**src/rtl/multi_key_debouncer.sv**
```systemverilog
// multi_key_debouncer: CH-channel synchronised push-button debouncer with press/release pulses.
// Optional long-press pulse when LONG_PRESS_EN is defined; otherwise long_pulse is tied to 0.
module multi_key_debouncer #(
    parameter int CH         = 4,
    parameter int CLK_KHZ    = 50000,
    parameter int DEB_MS     = 20,
    parameter int LONG_MS    = 1000,
    parameter int ACTIVE_LOW = 1
) (
    input  logic          clk,
    input  logic          rst_n,
    input  logic [CH-1:0] key_in,
    output logic [CH-1:0] key_level,
    output logic [CH-1:0] press_pulse,
    output logic [CH-1:0] release_pulse,
    output logic [CH-1:0] long_pulse
);
    localparam int DEB_CYC  = CLK_KHZ * DEB_MS;
    localparam int LONG_CYC = CLK_KHZ * LONG_MS;
    localparam int MAX_CYC  = (DEB_CYC > LONG_CYC) ? DEB_CYC : LONG_CYC;
    localparam int CW       = $clog2(MAX_CYC + 1);
    localparam logic [CW-1:0] DEB_LAST = CW'(DEB_CYC - 1);
    localparam logic INACT = (ACTIVE_LOW != 0);

    typedef enum logic [1:0] {RELEASED, P_WAIT, PRESSED, R_WAIT} state_t;

    logic [CH-1:0] s1, s2, p;

    always_ff @(posedge clk or negedge rst_n) begin
        if (!rst_n) begin
            s1 <= {CH{INACT}};
            s2 <= {CH{INACT}};
        end else begin
            s1 <= key_in;
            s2 <= s1;
        end
    end

    assign p = s2 ^ {CH{INACT}};

    for (genvar i = 0; i < CH; i++) begin : g_ch
        state_t        st, st_n;
        logic [CW-1:0] cnt, cnt_n;
        logic          lvl, prs, rls, lvl_n, prs_n, rls_n;

        always_ff @(posedge clk or negedge rst_n) begin
            if (!rst_n) begin
                st  <= RELEASED;
                cnt <= '0;
                lvl <= 1'b0;
                prs <= 1'b0;
                rls <= 1'b0;
            end else begin
                st  <= st_n;
                cnt <= cnt_n;
                lvl <= lvl_n;
                prs <= prs_n;
                rls <= rls_n;
            end
        end

        always_comb begin
            st_n  = st;
            cnt_n = cnt;
            case (st)
                RELEASED: if (p[i]) begin
                    st_n  = P_WAIT;
                    cnt_n = '0;
                end
                P_WAIT: if (!p[i]) st_n = RELEASED;
                    else if (cnt == DEB_LAST) st_n = PRESSED;
                    else cnt_n = cnt + 1'b1;
                PRESSED: if (!p[i]) begin
                    st_n  = R_WAIT;
                    cnt_n = '0;
                end
                default: if (p[i]) st_n = PRESSED;
                    else if (cnt == DEB_LAST) st_n = RELEASED;
                    else cnt_n = cnt + 1'b1;
            endcase
        end

        always_comb begin
            prs_n = (st == P_WAIT) && p[i] && (cnt == DEB_LAST);
            rls_n = (st == R_WAIT) && !p[i] && (cnt == DEB_LAST);
            lvl_n = prs_n ? 1'b1 : rls_n ? 1'b0 : lvl;
        end

        assign key_level[i]     = lvl;
        assign press_pulse[i]   = prs;
        assign release_pulse[i] = rls;

`ifdef LONG_PRESS_EN
        localparam logic [CW-1:0] LONG_LAST = CW'(LONG_CYC - 1);
        localparam logic [CW-1:0] LONG_DONE = CW'(LONG_CYC);
        logic [CW-1:0] lcnt;
        logic          lp, held;

        assign held = (st == PRESSED) || (st == R_WAIT);

        // Counter parks one past the threshold so the pulse fires once per press.
        always_ff @(posedge clk or negedge rst_n) begin
            if (!rst_n) begin
                lcnt <= '0;
                lp   <= 1'b0;
            end else begin
                lcnt <= !held ? '0 : (lcnt == LONG_DONE) ? lcnt : lcnt + 1'b1;
                lp   <= held && (lcnt == LONG_LAST);
            end
        end

        assign long_pulse[i] = lp;
`else
        assign long_pulse[i] = 1'b0;
`endif
    end
endmodule
```
**config.mk**
```make
export PLATFORM = sky130hd
export DESIGN_NAME = multi_key_debouncer
export DESIGN_NICKNAME = d
export VERILOG_FILES = /design/src/rtl/multi_key_debouncer.sv
export SDC_FILE = /design/constraint.sdc
export NUM_CORES = 1
export LEC_CHECK = 0
export CORE_MARGIN = 1
export CORE_UTILIZATION = 45
export DETAILED_ROUTE_END_ITERATION = 7
export PLACE_DENSITY_LB_ADDON = 0.25
export SETUP_SLACK_MARGIN = 0.5
export SKIP_CTS_REPAIR_TIMING = 1
export SLEW_MARGIN = 20
export SYNTH_ARGS = -nofsm -noshare
export SYNTH_HDL_FRONTEND = slang
export SYNTH_SLANG_ARGS = --single-unit
```
**constraint.sdc**
```tcl
create_clock -name clk -period 3 [get_ports clk]
set_input_delay 0.6 -clock clk [delete_from_list [all_inputs] [get_ports clk]]
set_output_delay 0.6 -clock clk [all_outputs]
set_load 0.05 [all_outputs]
```
[After elaboration in Yosys (flattened, before gate mapping)]
Index checks and enable logic that the tools add are counted.
Word-level totals
  output and inout bits: 16
  word-level logic and storage cells: 163
  bits in registers: 132
Operators by class
  equal/unequal tests: 36
  reduce and logical (&&, ||, !) cells: 40
  add/subtract/negate cells: 4
  bitwise operators: 1
  muxes and demuxes: 60
Operators by type and width (count)
  $mux 26: 20
  $pmux 26 s3: 4
  $add 26x1->26 const B: 4
  $eq 26x20->1 const B: 4
  $mux 2: 24
  $reduce_and 4->1: 8
  $ne 2x2->1 const B: 12
  $pmux 2 s3: 4
  $eq 2x2->1 const B: 8
  $logic_and 1x1->1: 16
  $reduce_bool 4->1: 4
  $ne 3x1->1 const B: 4
  $ne 3x3->1 const B: 3
  $eq 2x1->1 const B: 4
  $logic_not 2->1: 4
  $mux 1: 8
  $reduce_bool 2->1: 4
  $logic_not 1->1: 4
  $not 4->4: 1
  $ne 3x2->1 const B: 1

[Longest topological paths before layout]
  word-level depth: 6
  gate-level depth with buffers: 11
  depth with buffers taken out: 9

[Least setup slack after synthesis]
Ideal clock, no wire load.
  path kind: reg-to-reg
  start point: reg g_ch[1].st[0]
  end point: reg g_ch[1].cnt[17]
  path slack: 612 ps
  buffers on the path: 2
  setup time: 132 ps
  period minus slack after synthesis: 2388 ps
  stages on the path, launching flop included: 11
  arrival: 2256 ps
  cells stage by stage: dfrtp_1 inv_1 ha_1 clkbuf_1 nor3b_2 o32ai_1 and2_1 clkbuf_1 or4_1 xor2_1 nor2_1
On the way
  cells in the longest elaborated chain, start to end: 3
RTL lines
  start, declared: line 42  | state_t st, st_n;
  start signal, assigned: line 54  | st <= st_n;
  $eq 2x1->1 (tied with other cells): line 65  | case (st)
  $ne 3x1->1 (no source line) or $ne 2x2->1 (tied branches)
  $reduce_and 4->1 (no source line)
  end signal, assigned: line 55  | cnt <= cnt_n;
  end, declared: line 43  | logic [CW-1:0] cnt, cnt_n;
Several ways; a longest one is shown, not always the timed one.
A chain may end at the register's enable or synchronous reset.

[Worst setup path in the final report]
  start point: reg g_ch[0].cnt[0]
  end point: reg g_ch[0].cnt[18]
On the way
  cells in the longest elaborated chain, start to end: 4
RTL lines (line)
  start, declared: 43
  start signal, assigned: 55
  $add 26x1->26 or $eq 26x20->1 (tied branches)
  $mux 26 *: 71, 78
  $mux 26, on equally long branches: 77, 70
  $pmux 26 s3 *: 65
Mark *: on every way between the ends. The rest lies on a longest branch, timed or not. The select of a mux whose other input is x is not followed.

==> metrics <==
status complete, no violations; final net count 829; # IOs 22; Final period util 0.8272; CP max FO 25; layout cells sized above 1 0.1098; Fin Clk Skew 7.550 ps; Synthesis Warnings 0; CP startpoint kind flip-flop; Leakage 3.448 nW; overall power about 5.5 mW; Setup violations, final 0; Syn Area/Cell roughly 9.1 µm²; Detail Route Antenna Nets 0; H-Tree Depth 4; Die Span Y 129.4 µm; clock root buffer clkbuf_16; clock sinks 132; worst path bufs/invs 1; Synth cell types between 60 and 70; detailed placement HPWL around 10000 µm; post-synthesis to final-layout area growth 14.04%; WL/cell 15.37 µm; RSZ-0062 raised after global routing yes; Reg clk slew, reported paths approximately 60 ps; via count approximately 6100; DRC Markers 0; Worst path slowest cell or4_1; max_slew headroom 0.4927; Seq/Total Area, Yosys 0.4538; TNS Setup 0 ps; Die W between 100 and 150 µm; P per Cell Area between 600 and 700 nW/µm²; # port buffers 17; Detailed Route WL roughly 16000 µm; cts bufs inserted 17; ys flop type dfrtp_1; post-synth top area cell dfrtp_1; Fmax around 400 MHz; Post-synth EDFFs 0; worst vdd ir between 0.3 and 0.4 mV; FP Rows 46; Filler Cell Count around 1400; Worst Setup End Kind flip-flop; Antenna Cells 0; Via density slightly below 6; DRT Pass-1 Iters 6; Total Routing Usage GR 0.1981; DIE AREA about 17000 µm²; max cap viols 0; hold crit path type input port to async pin; Async SR Flop Fraction 1.000; synthesized flop and latch total between 100 and 150; routability cong. between 0.8 and 0.9; Slew @ Worst Pin 754.0 ps; vias in the first global route between 5000 and 6000; final hold violation count 0; worst stage delay on the critical path around 410 ps; clk_lat worst skew between 400 and 500 ps; top area cells in the synthesized netlist dfrtp_1 (43%), nor2_1 (4.8%), xor2_1 (4.7%), o21ai_0 (3.6%), nand2_1 (3.5%); CP Data Required Time between 3000 and 4000 ps; initial antenna violation count 0; Core Region around 16000 µm²; Min Clock Period, post-route ~2500 ps; Synth Instances approximately 800; pin count of the biggest net entering global routing between 60 and 70; CTS tree done; CP dominant cell by count a21oi_1; initial core utilization 0.4596; kind of critical path flip-flop to flip-flop; Max Buffers Root-to-Sink 2; Yosys top cell area share 0.4250; Pins Over Slew Limit 0; initial drt markers 520; Congestion Overflow GR 0; critical path data arrival time roughly 2800 ps; cells along the critical path ha_1 -> nand2_1 -> nor2_1 -> a311oi_2 -> a21oi_1 -> buf_4 -> or2_2 -> or4_1 -> a21oi_1; Netlist Area Pre-Place ~7300 µm²; first-pass GRT wire length about 26000 µm; Worst path top cell family by delay simple AND/OR/NAND/NOR gates
==> Yosys cell counts, types with 3 or more instances <==
master    number
dfrtp_1      124
nor2_1        93
nand2_1       68
o21ai_0       53
nand3_1       50
xor2_1        39
a21oi_1       24
clkbuf_1      24
inv_1         24
nor3_1        23
xnor2_1       23
or3_1         22
and3_1        21
nand4_1       20
nor4_1        18
buf_4         16
ha_1          16
o211ai_1      15
a22o_1         8
dfstp_2        8
o31ai_1        8
or4_1          7
nand3b_1       6
a22oi_1        5
buf_2          5
nand2b_1       5
nor3b_1        5
nor4b_1        5
o21a_1         5
a31oi_1        4
and2_1         4
and4_1         4
nand4b_1       4
o22ai_1        4
a21o_1         3
or2_2          3
==> flip-flops by register name, summed over array words and instances (netlist names), named ones only <==
name,cells
g_ch.cnt,104
g_ch.lvl,4
g_ch.prs,4
g_ch.rls,4
g_ch.st,4
s1,4
s2,4
==> path summary, 6_finish.rpt <==
kind                       slack [ps]                           to  cells past startpoint                  startpoint
min                               110   g_ch[2].cnt[1]$_DFFE_PN0P_                      1                       rst_n
min in group clk                  350              s2[3]$_DFF_PN1_                      0             s1[3]$_DFF_PN1_
max                               520  g_ch[0].cnt[18]$_DFFE_PN0P_                      9  g_ch[0].cnt[0]$_DFFE_PN0P_
min reg2reg                       350              s2[3]$_DFF_PN1_                      0             s1[3]$_DFF_PN1_
max reg2reg                       520  g_ch[0].cnt[18]$_DFFE_PN0P_                      9  g_ch[0].cnt[0]$_DFFE_PN0P_
max in group asynchronous        2140              s1[3]$_DFF_PN1_                      2                       rst_n
==> routing by layer <==
layer | GRT usage | wire length [µm] | vias to the layer above | part of all wire
met5 | 0 | 0 | - | 0
met4 | 0.1031 | 384 | 0 | 0.024
met3 | 0.03551 | 628 | 37 | 0.039
met2 | 0.3226 | 7722 | 171 | 0.49
met1 | 0.2523 | 7185 | 3002 | 0.45
li1 | - | - | 2874 | -
==> metrics by stage <==
step	worst slack (ps)	utilization	cells	instance area [µm²]	hold WS, ps
final	518.4	0.5241	1036	8325	107.3
after global routing	377.4	0.5241	1036	8325	143.5
after CTS	411.9	0.5161	1033	8198	120.1
after detailed placement	439.9	0.4785	1001	7601	346.8
after global placement	521.1	0.4785	1001	7601	345.6
after floorplan	612.3	-	804	7312	304.4
==> worst reg2reg max path: cells and delay by family (launching register included) <==
kind / cells / cell delay, ps
AND/OR/NAND/NOR: 4 / 980
AO/OA/AOI/OAI: 3 / 550
flip-flops: 1 / 400
adder cells (fa/ha/maj): 1 / 260
buffers and inverters: 1 / 220
==> area by class of cell <==
class                      count  area [µm²]  area share
multi-input combinational    602        3772      0.4531
clock buffer                  20       466.7     0.05606
tap                          216       270.3     0.03246
sequential                   132        3314      0.3981
timing repair buffer          30       281.5     0.03381
clock inverter                12       130.1     0.01563
inverter                      24       90.09     0.01082
==> power breakdown <==
group	switching (mW)	internal [mW]
clock	0.794	1.28
sequential	0.143	1.89
combinational	0.953	0.463
==> kinds of logic after synthesis <==
family	synth area share
flops	0.4538
xor+xnor	0.07438
compound gates	0.1294
simple gates	0.2672
buf+inv	0.04730
fa+ha+maj	0.02742
other cells	0.0005136
==> cells in the final DEF, fill, tap and decap left out, drive strengths merged, types with 7 or more instances in the layout <==
| cell type | n |
|---|---|
| dfrtp | 124 |
| nor2 | 95 |
| nand2 | 68 |
| o21ai | 54 |
| nand3 | 50 |
| xor2 | 39 |
| or3 | 25 |
| a21oi | 24 |
| inv | 24 |
| nor3 | 23 |
| xnor2 | 23 |
| and3 | 21 |
| nand4 | 21 |
| clkbuf | 20 |
| nor4 | 19 |
| clkdlybuf4s50 | 16 |
| ha | 16 |
| o211ai | 15 |
| buf | 14 |
| or4 | 9 |
| a22o | 8 |
| o31ai | 8 |
| dfstp | 8 |
| o21a | 7 |
No activity file was read; power rests on OpenSTA's default activity.
